**src/rtl/reset_seq_pkg.sv**
```systemverilog
// Shared definitions for the reset sequencer: FSM state encoding, default
// ack timeout and the ack timer width.
package reset_seq_pkg;

    // Default number of cycles a released domain has to acknowledge.
    localparam int unsigned TMO_DEFAULT = 16;

    // Ack timer width; it saturates at all-ones and never wraps.
    localparam int unsigned ACK_TMR_W = 8;

    // Sequencer states.
    typedef enum logic [2:0] {
        ST_IDLE     = 3'd0,
        ST_WAIT_DLY = 3'd1,
        ST_WAIT_ACK = 3'd2,
        ST_DONE     = 3'd3,
        ST_ERR      = 3'd4
    } seq_state_t;

endpackage

```
**src/rtl/reset_sequencer_sync_2ff.sv**
```systemverilog
// Two-flop synchronizer for a single asynchronous level input.
// Reusable for any asynchronous reset-good input that must be brought into
// the clk domain. Both flops clear on the synchronous active-low reset.
//   clk    : destination clock
//   resetb : synchronous active-low reset
//   d      : asynchronous input
//   q      : synchronized output, two clk edges of latency
module sync_2ff (
    input  logic clk,
    input  logic resetb,
    input  logic d,
    output logic q
);

    logic meta;

    // First flop may go metastable; second flop gives it a cycle to settle.
    always_ff @(posedge clk) begin
        if (!resetb) begin
            meta <= 1'b0;
            q    <= 1'b0;
        end else begin
            meta <= d;
            q    <= meta;
        end
    end

endmodule

```
**src/rtl/reset_sequencer.sv**
```systemverilog
// Reset sequencer: releases NUM_DOM downstream reset domains one after the
// other, domain 0 first. Each domain waits its programmed delay, is released,
// and must acknowledge within TMO cycles before the next domain starts.
// A missing ack parks the block in an error state with every domain held in
// reset. Losing power-good or a software request restarts from scratch.
//   clk        : system clock
//   resetb     : synchronous active-low reset
//   porb_in    : asynchronous active-low power-on-reset-good
//   sw_rst_req : single-cycle request to rerun the full sequence
//   dly_cfg    : per-domain release delays, domain i at [i*DLY_W +: DLY_W]
//   dom_ack    : per-domain ready acknowledge (level)
//   dom_rstb   : per-domain active-low reset (registered)
//   seq_done   : all domains released (registered)
//   seq_err    : ack timeout seen, held until restart (registered)
//   cur_dom    : index of the domain currently being sequenced (registered)
module reset_sequencer
    import reset_seq_pkg::*;
#(
    parameter  int unsigned NUM_DOM = 4,
    parameter  int unsigned DLY_W   = 4,
    parameter  int unsigned TMO     = TMO_DEFAULT,
    localparam int unsigned CUR_W   = (NUM_DOM > 1) ? $clog2(NUM_DOM) : 1
) (
    input  logic                     clk,
    input  logic                     resetb,
    input  logic                     porb_in,
    input  logic                     sw_rst_req,
    input  logic [NUM_DOM*DLY_W-1:0] dly_cfg,
    input  logic [NUM_DOM-1:0]       dom_ack,
    output logic [NUM_DOM-1:0]       dom_rstb,
    output logic                     seq_done,
    output logic                     seq_err,
    output logic [CUR_W-1:0]         cur_dom
);

    localparam int unsigned          CFG_W    = NUM_DOM * DLY_W;
    localparam logic [ACK_TMR_W-1:0] TMO_LAST = ACK_TMR_W'(TMO - 1);
    localparam logic [ACK_TMR_W-1:0] TMR_MAX  = '1;
    localparam logic [CUR_W-1:0]     LAST_DOM = CUR_W'(NUM_DOM - 1);

    seq_state_t           state;
    seq_state_t           state_nxt;
    logic [DLY_W-1:0]     dly_cnt;
    logic [DLY_W-1:0]     dly_cnt_nxt;
    logic [ACK_TMR_W-1:0] ack_tmr;
    logic [ACK_TMR_W-1:0] ack_tmr_nxt;
    logic [NUM_DOM-1:0]   rstb_nxt;
    logic                 done_nxt;
    logic                 err_nxt;
    logic [CUR_W-1:0]     cur_nxt;
    logic [CUR_W-1:0]     cur_inc;
    logic                 porb_s;
    logic                 abort;

    // Delay field for a given domain index.
    function automatic logic [DLY_W-1:0] dly_field(
        input logic [CFG_W-1:0] cfg,
        input logic [CUR_W-1:0] idx
    );
        return cfg[32'(idx) * DLY_W +: DLY_W];
    endfunction

    // Bring the asynchronous power-good into the clk domain.
    sync_2ff u_porb_sync (
        .clk    (clk),
        .resetb (resetb),
        .d      (porb_in),
        .q      (porb_s)
    );

    assign cur_inc = cur_dom + CUR_W'(1);

    // Any active state is abandoned when power-good drops or software asks.
    assign abort = (state != ST_IDLE) && (!porb_s || sw_rst_req);

    // State, counters and registered outputs.
    always_ff @(posedge clk) begin
        if (!resetb) begin
            state    <= ST_IDLE;
            dly_cnt  <= '0;
            ack_tmr  <= '0;
            dom_rstb <= '0;
            seq_done <= 1'b0;
            seq_err  <= 1'b0;
            cur_dom  <= '0;
        end else begin
            state    <= state_nxt;
            dly_cnt  <= dly_cnt_nxt;
            ack_tmr  <= ack_tmr_nxt;
            dom_rstb <= rstb_nxt;
            seq_done <= done_nxt;
            seq_err  <= err_nxt;
            cur_dom  <= cur_nxt;
        end
    end

    // Next-state and next-output logic.
    always_comb begin
        state_nxt   = state;
        dly_cnt_nxt = dly_cnt;
        ack_tmr_nxt = ack_tmr;
        rstb_nxt    = dom_rstb;
        done_nxt    = seq_done;
        err_nxt     = seq_err;
        cur_nxt     = cur_dom;

        if (abort) begin
            state_nxt   = ST_IDLE;
            dly_cnt_nxt = '0;
            ack_tmr_nxt = '0;
            rstb_nxt    = '0;
            done_nxt    = 1'b0;
            err_nxt     = 1'b0;
            cur_nxt     = '0;
        end else begin
            unique case (state)
                ST_IDLE: begin
                    rstb_nxt = '0;
                    done_nxt = 1'b0;
                    err_nxt  = 1'b0;
                    cur_nxt  = '0;
                    // A software request here only holds IDLE one more cycle.
                    if (porb_s && !sw_rst_req) begin
                        dly_cnt_nxt = dly_field(dly_cfg, CUR_W'(0));
                        state_nxt   = ST_WAIT_DLY;
                    end
                end

                ST_WAIT_DLY: begin
                    if (dly_cnt != '0) begin
                        dly_cnt_nxt = dly_cnt - DLY_W'(1);
                    end else begin
                        // Earlier domains keep their release bits.
                        rstb_nxt[cur_dom] = 1'b1;
                        ack_tmr_nxt       = '0;
                        state_nxt         = ST_WAIT_ACK;
                    end
                end

                ST_WAIT_ACK: begin
                    // Ack is checked before the timeout so a same-cycle ack wins.
                    if (dom_ack[cur_dom]) begin
                        if (cur_dom == LAST_DOM) begin
                            rstb_nxt  = '1;
                            done_nxt  = 1'b1;
                            state_nxt = ST_DONE;
                        end else begin
                            cur_nxt     = cur_inc;
                            dly_cnt_nxt = dly_field(dly_cfg, cur_inc);
                            state_nxt   = ST_WAIT_DLY;
                        end
                    end else if (ack_tmr == TMO_LAST) begin
                        rstb_nxt  = '0;
                        err_nxt   = 1'b1;
                        state_nxt = ST_ERR;
                    end else if (ack_tmr != TMR_MAX) begin
                        ack_tmr_nxt = ack_tmr + ACK_TMR_W'(1);
                    end
                end

                ST_DONE: begin
                    // Acks are no longer watched once every domain is out.
                    rstb_nxt = '1;
                    done_nxt = 1'b1;
                end

                ST_ERR: begin
                    rstb_nxt = '0;
                    err_nxt  = 1'b1;
                end

                default: begin
                    state_nxt = ST_IDLE;
                    rstb_nxt  = '0;
                    done_nxt  = 1'b0;
                    err_nxt   = 1'b0;
                    cur_nxt   = '0;
                end
            endcase
        end
    end

endmodule
```
**config.mk**
```make
export PLATFORM = sky130hd
export DESIGN_NAME = reset_sequencer
export DESIGN_NICKNAME = d
export VERILOG_FILES = /design/src/rtl/reset_seq_pkg.sv /design/src/rtl/reset_sequencer_sync_2ff.sv /design/src/rtl/reset_sequencer.sv
export SDC_FILE = /design/constraint.sdc
export NUM_CORES = 1
export LEC_CHECK = 0
export ABC_AREA = 1
export BUFFER_PORTS_ARGS = -buffer_cell sky130_fd_sc_hd__buf_2
export CORE_MARGIN = 4
export CORE_UTILIZATION = 40
export CTS_CLUSTER_SIZE = 30
export DETAILED_ROUTE_END_ITERATION = 8
export GPL_ROUTABILITY_DRIVEN = 1
export GPL_TIMING_DRIVEN = 0
export PLACE_DENSITY = 0.75
export SLEW_MARGIN = 20
export SYNTH_ARGS = -nofsm -noshare
export SYNTH_HDL_FRONTEND = slang
export SYNTH_HIERARCHICAL = 1
export SYNTH_SLANG_ARGS = --single-unit
```
**constraint.sdc**
```tcl
create_clock -name clk -period 1.6 [get_ports clk]
set_input_delay 0.32 -clock clk [delete_from_list [all_inputs] [get_ports clk]]
set_output_delay 0.32 -clock clk [all_outputs]
set_load 0.02 [all_outputs]
```
==> results of run 1 <==
-- flip-flops by register name (all words and copies together) (netlist names) --
signal,count
ack_tmr,8
dly_cnt,4
dom_rstb,4
state,3
cur_dom,2
seq_done,1
seq_err,1
u_porb_sync/meta,1
u_porb_sync/q,1
-- layout make-up --
class	count	share of cell area [%]
Sequential cell	25	22.5
Clock inverter	1	0.274
Multi-Input combinational cell	224	56.1
Tap cell	52	2.85
Inverter	26	4.49
Clock buffer	3	1.81
Timing Repair Buffer	37	9.32
Buffer	6	2.68
-- what timing repair did --
item	CTS	global route
resized for setup	7	22
setup endpoints to repair	9	22
cloned	0	0
pin swaps	1	4
buffers inserted	2	4
-- placed cells by master, fill, tap and decap left out, types with 3 or more instances in the layout --
master and instances:
a21oi_1 10, a21oi_2 5, buf_2 33, buf_4 5
clkbuf_8 4, dfxtp_1 19, dfxtp_2 4, ha_1 5
inv_1 19, inv_2 5, inv_4 3, nand2_1 62
nand2_2 12, nand2_4 6, nand3_1 29, nand3_2 4
nor2_1 42, nor2_2 4, nor2_4 6, o21ai_0 20
o21ai_1 5
-- per-stage QoR --
stage	cell area (um2)	TNS, ns	instances	setup slack [ns]	power, W
finish	2280	0	374	0.0881	0.00324
global route	2280	-0.0252	374	-0.0231	0.00353
CTS	2160	0	370	0.00184	0.00319
detailed placement	2070	-0.633	364	-0.177	0.00276
global placement	2070	-0.425	364	-0.111	0.00272
floorplan	1850	0	281	0.0251	0.00237
-- worst register-to-register path, delay by kind of cell (launching register included) --
family                   cells  cell delay (ns)
AND/OR/NAND/NOR              8             0.84
flip-flops                   1             0.38
buffers and inverters        1             0.05
adder cells (fa/ha/maj)      1             0.16
-- metal layers --
layer | track usage, % | vias to the layer above | share of wire (%)
met4 | 3.20 | 0 | 0.92
met1 | 19.9 | 879 | 47
met5 | 0 | - | 0
met3 | 2.96 | 4 | 3.7
met2 | 26.1 | 34 | 48
li1 | - | 988 | -
-- power breakdown --
part           switching [W]  internal, W
registers           0.000106     0.000743
clock network       0.000224     0.000178
logic                0.00127     0.000718
total                0.00160      0.00164
-- final timing paths --
check | cells past startpoint | endpoint | start | slack [ns]
setup / recovery | 10 | ack_tmr[7]$_SDFFE_PP0P_ | ack_tmr[0]$_SDFFE_PP0P_ | 0.09
hold / removal | 3 | u_porb_sync/meta$_SDFF_PN0_ | porb_in | 0.22
setup reg to reg | 10 | ack_tmr[7]$_SDFFE_PP0P_ | ack_tmr[0]$_SDFFE_PP0P_ | 0.09
hold reg to reg | 2 | u_porb_sync/q$_SDFF_PN0_ | u_porb_sync/meta$_SDFF_PN0_ | 0.42
-- cell families after synthesis --
logic type / after synthesis
AND/OR/NAND/NOR: 173
XOR/XNOR: 2
buffers and inverters: 32
flip-flops: 25
AO/OA/AOI/OAI: 42
adder cells (fa/ha/maj): 7
==> summary.md, run 1 <==
| Metric | Value |
|---|---|
| Run status | `finished clean` |
| Post-route core utilization | `between 50% and 60%` |
| Data arrival, critical path | `roughly 1.7 ns` |
| Worst EP required | `between 1.5 and 2 ns` |
| Vias per cell | `a little over 5` |
| Synthesized-area fraction occupied by and/or/nand/nor cells | `46.8%` |
| Synth cell count leaders | `nand2_1 (64), nor2_1 (44), nand3_1 (33)` |
| Count of max-cap constraint violations | `0` |
| Diodes inserted | `0` |
| Most repeated library cell on the critical path | `nor2_1` |
| Total count of hold-check failures in the final report | `0` |
| Share of the clock period used by the worst path after layout | `94.5%` |
| Post-route clock skew | `between 0.003 and 0.004 ns` |
| Seq. cell area | `513 um2` |
| Peak per-stage delay on the critical path | `~0.38 ns` |
| Initial antenna violation count | `0` |
| Die area | `5760 um2` |
| Synth Net Count | `around 310` |
| Global-route total usage across every layer | `between 15 and 20%` |
| Detailed-router iteration count before antenna repair | `4` |
| Element type at the critical path end | `flip-flop` |
| Boundary pin count | `32` |
| Wire length of the first global-routing pass | `~7600 um` |
| Static power due to leakage | `roughly 1.1 nW` |
| Number of buffers inserted by hold repair at cts | `0` |
| I/O Buffers | `31` |
| Max Slew Vio Count | `0` |
| CTS clock-pin slew for the worst setup and hold paths | `approximately 0.10 ns` |
| Cell with the biggest individual delay on the critical path | `dfxtp_2` |
| Core footprint | `between 4000 and 5000 um2` |
| Post-synthesis cell type count | `30` |
| Final GP Congestion | `around 0.91` |
| Area Overhead vs Synth | `23.8%` |
| Aggregate global routing overflow | `0` |
| Count of antenna-violating nets left after detailed routing | `0` |
| Number of buffers between clock root and the deepest sink | `2` |
| Number of CTS-inserted buffers | `3` |
| Buffer type at the clock tree root | `clkbuf_8` |
| Largest net degree at the start of global routing | `16` |
| Worst hold slack | `approximately 0.22 ns` |
| Fraction of synthesis flops using an asynchronous set or reset pin | `0%` |
| Setup-failing EPs final | `0` |
| Count of fill cells added during filler insertion | `~430` |
| Average cell area after synthesis | `around 6.6 um2` |
| Cells along the critical path | `ha_4 -> nand2_1 -> nor2_2 -> nand3_2 -> nor2_4 -> nor2_8 -> nand2_8 -> inv_2 -> nor2_1 -> nor2_1` |
| Routed length per placed instance | `around 12 um` |
| Main combinational cell family by area after synthesis | `simple AND/OR/NAND/NOR gates` |
| Setup CP Type | `reg -> reg` |
| Count of buffering cells on the critical path with inverters included | `1` |
| Largest fanout on the critical path | `8` |
| Number of rows created at floorplan | `24` |
| Hold Path Class | `in -> reg` |
| Post-detailed-placement half-perimeter wirelength | `3420 um` |
| Portion of netlist area occupied by mux cells | `0%` |
| Ratio of cells with drive above 1 in the final layout | `~33%` |
| F_max | `661 MHz` |
| Commonest register cell after synthesis | `dfxtp_1` |
| # DRC | `0` |
| WL final | `~4500 um` |
| Source-to-sink clock delay at the later pin of the worst-skew pair | `~0.27 ns` |
| Sequential cell area fraction in the yosys report | `27.1%` |
| Synth Register Bits | `25` |
| Starting utilization of the core area | `a little over two fifths` |
| Crit-path leading delay family | `simple AND/OR/NAND/NOR gates` |
| CTS tree | `done` |
| Power density over the cells | `roughly 1400 nW/um2` |
| Fin crit period | `between 1.5 and 2 ns` |
| Adder and majority cell fraction of the synthesized area | `between 4 and 5%` |
| Net count reported at finish | `approximately 350` |
| Xor and xnor fraction of the mapped netlist area | `less than 1%` |
| Worst slew margin relative to its limit | `about 81%` |
| Chip height | `about 76 um` |
| VDD IR-drop max | `about 1.1 mV` |
| Transition time at the pin with the least slew margin | `0.278 ns` |
| Number of warnings reported in the yosys synthesis log | `6` |
| Area share of the largest cell type after synthesis | `between 20% and 30%` |
| CTS HTree Levels | `1` |
| Total standard cell area after synthesis | `~1800 um2` |
| Number of clock sinks | `25` |
| Number of flops mapped to enable cells by yosys | `0` |
| Area fraction in compound gates after synthesis | `12.8%` |
| Violation count after the first detailed-route iteration | `131` |
| Multi-input gate area | `around 1300 um2` |
| Top-count cell post-synth | `nand2_1` |
| Vias in the first global route | `1735` |
| Total via count in the routed design | `around 1900` |
| CP startpoint kind | `flip-flop` |
| Post-Synthesis Cells | `approximately 280` |
| Cell type with the largest total area after synthesis | `dfxtp_1` |
| Main area contributors after synthesis | `dfxtp_1 (27%), nand2_1 (13%), nand3_1 (9.0%)` |
| Horizontal die dimension | `75.9 um` |
No activity file was read; power rests on OpenSTA's default activity.
==> inputs of run 2 (changes only) <==
CORE_ASPECT_RATIO = 1.4   (was unset)
SKIP_LAST_GASP = 1   (was unset)
==> run 2 against run 1 <==
  * Design area down 0.22%
  * Sequential share of layout area up 0.16 points
  * Flip-flop and latch count stayed put
  * Clock skew increased by 0.00084 ns
  * Clock power down 4%
  * Worst setup slack better by 0.010 ns
  * Largest power group unchanged
  * Core utilization fell by 1.1 points
  * Maximum frequency grew 0.70%
  * Register-to-register slack about the same
  * Via count is 0.58% lower
  * Sequential power hardly changed
==> summary.md, run 2 (synthesis results as in run 1) <==
| Metric | Value |
|---|---|
| Run status | `finished clean` |
| Count of antenna-violating nets left after detailed routing | `0 (unchanged)` |
| Starting utilization of the core area | `41.0% (-0.79 points)` |
| Net count reported at finish | `351 (-0.85%)` |
| Final critical-path setup slack | `0.0986 ns (+0.0105 ns)` |
| Total Neg Setup Slack | `0 ns (unchanged)` |
| Number of clock sinks | `25 (unchanged)` |
| Worst hold slack | `0.228 ns (+0.00376 ns)` |
| Hold Path Class | `in -> reg` |
| Ratio of cells with drive above 1 in the final layout | `33.5% (+0.93 points)` |
| Source-to-sink clock delay at the later pin of the worst-skew pair | `0.27 ns (about the same)` |
| Largest net degree at the start of global routing | `14 (-2)` |
| Post-route core utilization | `50.6% (-1.1 points)` |
| Registers with the highest flip-flop counts | `ack_tmr (8), dly_cnt (4), dom_rstb (4)` |
| Commonest non-fill, non-tap cells in the layout | `nand2_1 (62), nor2_1 (39), buf_2 (33)` |
| I/O Buffers | `31 (unchanged)` |
| Detailed-router iteration count before antenna repair | `4 (unchanged)` |
| Number of rows created at floorplan | `29 (+21%)` |
| Most frequent standard cell in the layout excluding fill and tap cells | `nand2_1` |
| CTS tree | `done` |
| Horizontal die dimension | `65.4 um (-14%)` |
| Boundary pin count | `32 (unchanged)` |
| Data arrival, critical path | `1.68 ns (about the same)` |
| CTS clock-pin slew for the worst setup and hold paths | `0.09 ns (about the same)` |
| Static power due to leakage | `1.06 nW (-1.8%)` |
| CTS HTree Levels | `1 (unchanged)` |
| Post-route clock skew | `0.00386 ns (+0.000842 ns)` |
| Post-Place Cell Area | `2080 um2 (+0.60%)` |
| RSZ-0062 raised after global routing | `true` |
| # DRC | `0 (unchanged)` |
| Die area | `5780 um2 (+0.27%)` |
| Largest register FFs | `8 (unchanged)` |
| Post-detailed-placement half-perimeter wirelength | `3390 um (-1.0%)` |
| Transition time at the pin with the least slew margin | `0.274 ns (-0.00343 ns)` |
| Setup slack at placement | `-0.119 ns (+0.0575 ns)` |
| Wire length of the first global-routing pass | `7430 um (-2.4%)` |
| Total via count in the routed design | `1894 (-0.58%)` |
| Initial antenna violation count | `0 (unchanged)` |
| Vias per cell | `4.97 (-2.4%)` |
| Fin crit period | `1.50 ns (-0.0105 ns)` |
| Area Overhead vs Synth | `23.5%` |
| Core footprint | `4500 um2 (+1.9%)` |
| Setup CP Type | `reg -> reg` |
| Number of CTS-inserted buffers | `3 (unchanged)` |
| Setup-failing EPs final | `0 (unchanged)` |
| Worst EP required | `1.78 ns (about the same)` |
| Most flop-heavy register | `ack_tmr` |
| Total count of hold-check failures in the final report | `0 (unchanged)` |
| Aggregate global routing overflow | `0 (unchanged)` |
| Number of buffers between clock root and the deepest sink | `2 (unchanged)` |
| Diodes inserted | `0 (unchanged)` |
| Chip height | `88.3 um (+16%)` |
| Final standard cell area without fillers | `2280 um2 (-0.22%)` |
| Routed length per placed instance | `11.8 um (-2.6%)` |
| Violation count after the first detailed-route iteration | `54 (-59%)` |
| Power density over the cells | `1410 nW/um2 (-0.63%)` |
| Buffer type at the clock tree root | `clkbuf_8` |
| F_max | `666 MHz (+0.70%)` |
| Count of max-cap constraint violations | `0 (unchanged)` |
| WL final | `4510 um (-0.79%)` |
| Share of the clock period used by the worst path after layout | `93.8% (-0.65 points)` |
| Global-route total usage across every layer | `16.2% (+0.88 points)` |
| Vias in the first global route | `1785 (+2.9%)` |
| Final GP Congestion | `0.912 (+0.20%)` |
| VDD IR-drop max | `0.874 mV (-19%)` |
| Largest fanout on the critical path | `8 (unchanged)` |
| CP startpoint kind | `flip-flop` |
| Max Slew Vio Count | `0 (unchanged)` |
| Element type at the critical path end | `flip-flop` |
| Worst slew margin relative to its limit | `81.7% (+0.23 points)` |
run 2: cell types whose count changed in the layout (fill, tap and decap cells not counted), sizes merged:
cell,before,now
buf,41,38
inv,27,26
clkbuf,5,6
run 2: timing repair:
item,CTS,global route
setup endpoints to repair,8,21
pin swaps,1,3
hold endpoints to repair,0,0
hold buffers,0,0
gates resized for setup,6,33
buffers inserted,2,1
run 2: final cells by class:
cell class,count,area (um2)
inverters,26,103
flip-flops and latches,25,515
plain buffers,6,61.3
well taps,62,77.6
repair buffers,34,178
clock buffers,4,45.0
multi-input cells,224,1300
fillers,460,2220
run 2: final timing paths:
check                                                  from  depth (start not counted)  slack (ns)                           to
worst max register to register      ack_tmr[0]$_SDFFE_PP0P_                         10         0.1      ack_tmr[2]$_SDFFE_PP0P_
worst min-delay path                                porb_in                          3        0.23  u_porb_sync/meta$_SDFF_PN0_
worst max-delay path                ack_tmr[0]$_SDFFE_PP0P_                         10         0.1      ack_tmr[2]$_SDFFE_PP0P_
worst min register to register  u_porb_sync/meta$_SDFF_PN0_                          2        0.41     u_porb_sync/q$_SDFF_PN0_
run 2: layer usage:
layer | track usage, % | vias to the layer above | part of all wire [%]
li1 | - | 984 | -
met1 | 17.4 | 862 | 40
met2 | 30.1 | 37 | 54
met3 | 2.16 | 11 | 2.6
met4 | 8.87 | 0 | 2.6
met5 | 0 | - | 0
run 2: report_power, final:
part | switching (W) | total (W) | leakage (nW) | internal (W)
sequential | 0.000105 | 0.000846 | 0.207 | 0.000741
clock | 0.000208 | 0.000387 | 0.0228 | 0.000179
combinational | 0.00126 | 0.00198 | 0.827 | 0.000722
total | 0.00157 | 0.00321 | 1.06 | 0.00164
run 2: stage by stage:
step	instances	total power [W]
CTS	380	0.00315
global placement	374	0.00272
detailed placement	374	0.00274
floorplan	281	0.00237
global route	381	0.00350
finish	381	0.00321
run 2: worst max-delay path: stages (launching register included):
cell	delay, ns
dfxtp_2	0.37
ha_4	0.16
nand2_2	0.07
nor2_2	0.15
nand3_2	0.12
nor2_4	0.18
nor2_8	0.07
nand2_8	0.10
inv_2	0.04
nor2_1	0.08
nor2_1	0.05
==> inputs of run 3 (changes only) <==
PLACE_DENSITY = 0.72   (was 0.75)
SLEW_MARGIN = unset   (was 20)
clock period = 1.4 ns   (was 1.6 ns; I/O delays follow)
==> run 3 against run 2 <==
  * The flow now finishes with violations (setup timing)
  * Count of clock-buffer cells in the layout is 1 lower
  * Die area stayed put
  * Register-to-register slack worse by 0.20 ns
  * Largest power group unchanged
==> summary.md, run 3 (synthesis results as in run 1) <==
| Metric | Value |
|---|---|
| Run status | `complete, but fails checks` |
| WHS Endpoint | `u_porb_sync/meta$_SDFF_PN0_` |
| Met1 Resource Use GR | `19.2% (+1.8 points)` |
| Setup slack of the most critical reg-to-reg path | `-0.1 ns (-0.20 ns)` |
| CTS HTree Levels | `1 (unchanged)` |
| Net count reported at finish | `365 (+4.0%)` |
| Count of buffering cells on the critical path with inverters included | `3 (+2)` |
| Ratio of cells with drive above 1 in the final layout | `42.3% (+8.8 points)` |
| VDD IR-drop max | `0.576 mV (-34%)` |
| Area Overhead vs Synth | `35.2%` |
| Boundary pin count | `32 (unchanged)` |
| Worst slew margin relative to its limit | `81.3% (-0.42 points)` |
| Count of fill cells added during filler insertion | `421 (-8.5%)` |
| # DRC | `0 (unchanged)` |
| Largest fanout on the critical path | `6 (-2)` |
| Initial antenna violation count | `0 (unchanged)` |
| Share of power burned in the clock network | `10.9% (-1.1 points)` |
| Vias in the first global route | `2011 (+13%)` |
| Commonest non-fill, non-tap cells in the layout | `nand2_1 (56), nor2_1 (39), buf_2 (32)` |
| Internal power contribution | `0.00205 W (+25%)` |
| Final GP Congestion | `0.891 (-2.2%)` |
| Total count of hold-check failures in the final report | `0 (unchanged)` |
| Post-route core utilization | `55.4% (+4.8 points)` |
| Buffer type at the clock tree root | `clkbuf_8` |
| Die area | `5780 um2 (unchanged)` |
| Cell with the biggest individual delay on the critical path | `dfxtp_4` |
| Element type at the critical path end | `flip-flop` |
| Number of buffers inserted by hold repair at cts | `0 (unchanged)` |
| Startpoint of the lowest-slack register-to-register path | `cur_dom[0]$_SDFFE_PP0P_` |
| Cells along the critical path | `inv_4 -> buf_8 -> ha_4 -> buf_6 -> nor2_1 -> o21ai_1 -> o21ai_1 -> nand2_1 -> nand3_1 -> nor2_1 -> nor2_1` |
| Share of total power in combinational logic | `64.4% (+2.8 points)` |
| Largest register FFs | `8 (unchanged)` |
| Worst EP required | `1.57 ns (-0.21 ns)` |
| Transition time at the pin with the least slew margin | `0.281 ns (+0.00674 ns)` |
| Core footprint | `4500 um2 (unchanged)` |
| Number of CTS-inserted buffers | `3 (unchanged)` |
| Length in cells of the worst reg-to-reg path | `11 (+1)` |
| Layer with the highest usage after global routing | `met2` |
| Number of clock sinks | `25 (unchanged)` |
| I/O Buffers | `31 (unchanged)` |
| WL final | `5140 um (+14%)` |
| Instance count on the critical path | `11 (+1)` |
| Wire length of the first global-routing pass | `8600 um (+16%)` |
| Global-route total usage across every layer | `18.7% (+2.5 points)` |
| Instance count along the most critical hold path | `3 (unchanged)` |
| Violated checks | `setup timing` |
| Data arrival, critical path | `1.67 ns (about the same)` |
| Start point of the worst hold path | `porb_in` |
| Total via count in the routed design | `1971 (+4.1%)` |
| Source-to-sink clock delay at the later pin of the worst-skew pair | `0.28 ns (about the same)` |
| Number of rows created at floorplan | `29 (unchanged)` |
| Crit-path leading delay family | `flip-flops` |
| CTS tree | `done` |
| Global Route met3 Usage | `2.03% (-0.13 points)` |
| Power density over the cells | `1630 nW/um2 (+15%)` |
| Launching element of the worst setup path | `cur_dom[0]$_SDFFE_PP0P_` |
| Multi-input gate area | `1380 um2 (+6.4%)` |
| Peak per-stage delay on the critical path | `0.39 ns (+0.02 ns)` |
| Final critical-path setup slack | `-0.0966 ns (-0.195 ns)` |
| Vias per cell | `4.99 (+0.38%)` |
| Post-route clock skew | `0.00856 ns (+0.00470 ns)` |
| Met2 demand-to-capacity share in global routing | `36.6% (+6.5 points)` |
| Seq. cell area | `528 um2 (+2.4%)` |
| Fin crit period | `1.50 ns (-0.00479 ns)` |
| Starting utilization of the core area | `41.0% (unchanged)` |
| Routed length per placed instance | `13.0 um (+10%)` |
| Count of antenna-violating nets left after detailed routing | `0 (unchanged)` |
| Largest net degree at the start of global routing | `15 (+1)` |
| Aggregate global routing overflow | `0 (unchanged)` |
| Most repeated library cell on the critical path | `nor2_1` |
| Most frequent standard cell in the layout excluding fill and tap cells | `nand2_1` |
| CP startpoint kind | `flip-flop` |
| Horizontal die dimension | `65.4 um (unchanged)` |
| Count of max-cap constraint violations | `0 (unchanged)` |
| Static power due to leakage | `1.19 nW (+12%)` |
| Chip height | `88.3 um (unchanged)` |
| Registers with the highest flip-flop counts | `ack_tmr (8), dly_cnt (4), dom_rstb (4)` |
| Switching Power | `0.00200 W (+27%)` |
| Final Total Pwr | `0.00405 W (+26%)` |
| Endpoint of the lowest-slack register-to-register path | `dly_cnt[3]$_SDFFE_PP0P_` |
| Part of the power in registers | `24.6% (-1.7 points)` |
| Max Slew Vio Count | `0 (unchanged)` |
| Most flop-heavy register | `ack_tmr` |
| Violation count after the first detailed-route iteration | `127 (+140%)` |
| Diodes inserted | `0 (unchanged)` |
| Setup-failing EPs final | `11 (+11)` |
| Hold Path Class | `in -> reg` |
| Total Neg Setup Slack | `-0.386 ns (-0.386 ns)` |
| CTS clock-pin slew for the worst setup and hold paths | `0.09 ns (about the same)` |
| Number of buffers between clock root and the deepest sink | `2 (unchanged)` |
| F_max | `668 MHz (+0.32%)` |
| Net switching fraction of the power | `49.3% (+0.43 points)` |
| Setup CP Type | `reg -> reg` |
| Detailed-router iteration count before antenna repair | `4 (unchanged)` |
| Post-detailed-placement half-perimeter wirelength | `3530 um (+4.1%)` |
| RSZ-0062 raised after global routing | `true` |
| Share of the clock period used by the worst path after layout | `107% (+13 points)` |
-- run 3: worst register-to-register path, stage by stage, from the launching register on --
cell,delay [ns]
dfxtp_4,0.39
inv_4,0.04
buf_8,0.11
ha_4,0.29
buf_6,0.12
nor2_1,0.04
o21ai_1,0.06
o21ai_1,0.08
nand2_1,0.07
nand3_1,0.06
nor2_1,0.09
nor2_1,0.05
-- run 3: final cells by class --
cell class                 count  share of cell area (%)
multi-input combinational    224                    55.4
clock buffer                   3                    1.66
inverter                      26                    4.52
sequential                    25                    21.2
clock inverter                 1                   0.201
tap                           62                    3.11
timing repair buffer          49                    11.8
buffer                         5                    2.16
-- run 3: repair_timing --
action / CTS / global route
buffers inserted: 15 / 3
gates resized for setup: 28 / 39
setup endpoints to repair: 23 / 23
pin swaps: 11 / 18
-- run 3: worst max path at each step --
stage / endpoint / slack [ns]
after floorplan: dly_cnt[3]$_SDFFE_PP0P_ / -0.06
after global placement: dom_rstb[2]$_SDFFE_PP0P_ / -0.15
after detailed placement: ack_tmr[7]$_SDFFE_PP0P_ / -0.16
after CTS: dly_cnt[3]$_SDFFE_PP0P_ / -0.05
after global routing: dly_cnt[3]$_SDFFE_PP0P_ / -0.19
final: dly_cnt[3]$_SDFFE_PP0P_ / -0.1
-- run 3: stage by stage --
step	worst slack [ns]	hold WS (ns)	cells	instance area, um2
after floorplan	-0.0600	0.373	281	1900
after global routing	-0.193	0.176	395	2490
after global placement	-0.151	0.389	374	2130
final	-0.0966	0.195	395	2490
after CTS	-0.0464	0.187	392	2360
after detailed placement	-0.160	0.408	374	2130
-- run 3: layer usage --
metal | share of wire [%] | routed length (um)
met5 | 0 | 0
met4 | 2.8 | 145
met3 | 4.2 | 214
met2 | 54 | 2770
met1 | 39 | 2010
-- run 3: power groups by stage --
stage / logic, W / clock network (W) / registers (W)
floorplan: 0.00174 / 0 / 0.000998
global placement: 0.00218 / 0 / 0.000973
detailed placement: 0.00221 / 0 / 0.000976
CTS: 0.00238 / 0.000458 / 0.000977
global route: 0.00291 / 0.000489 / 0.00101
finish: 0.00261 / 0.000442 / 0.000999
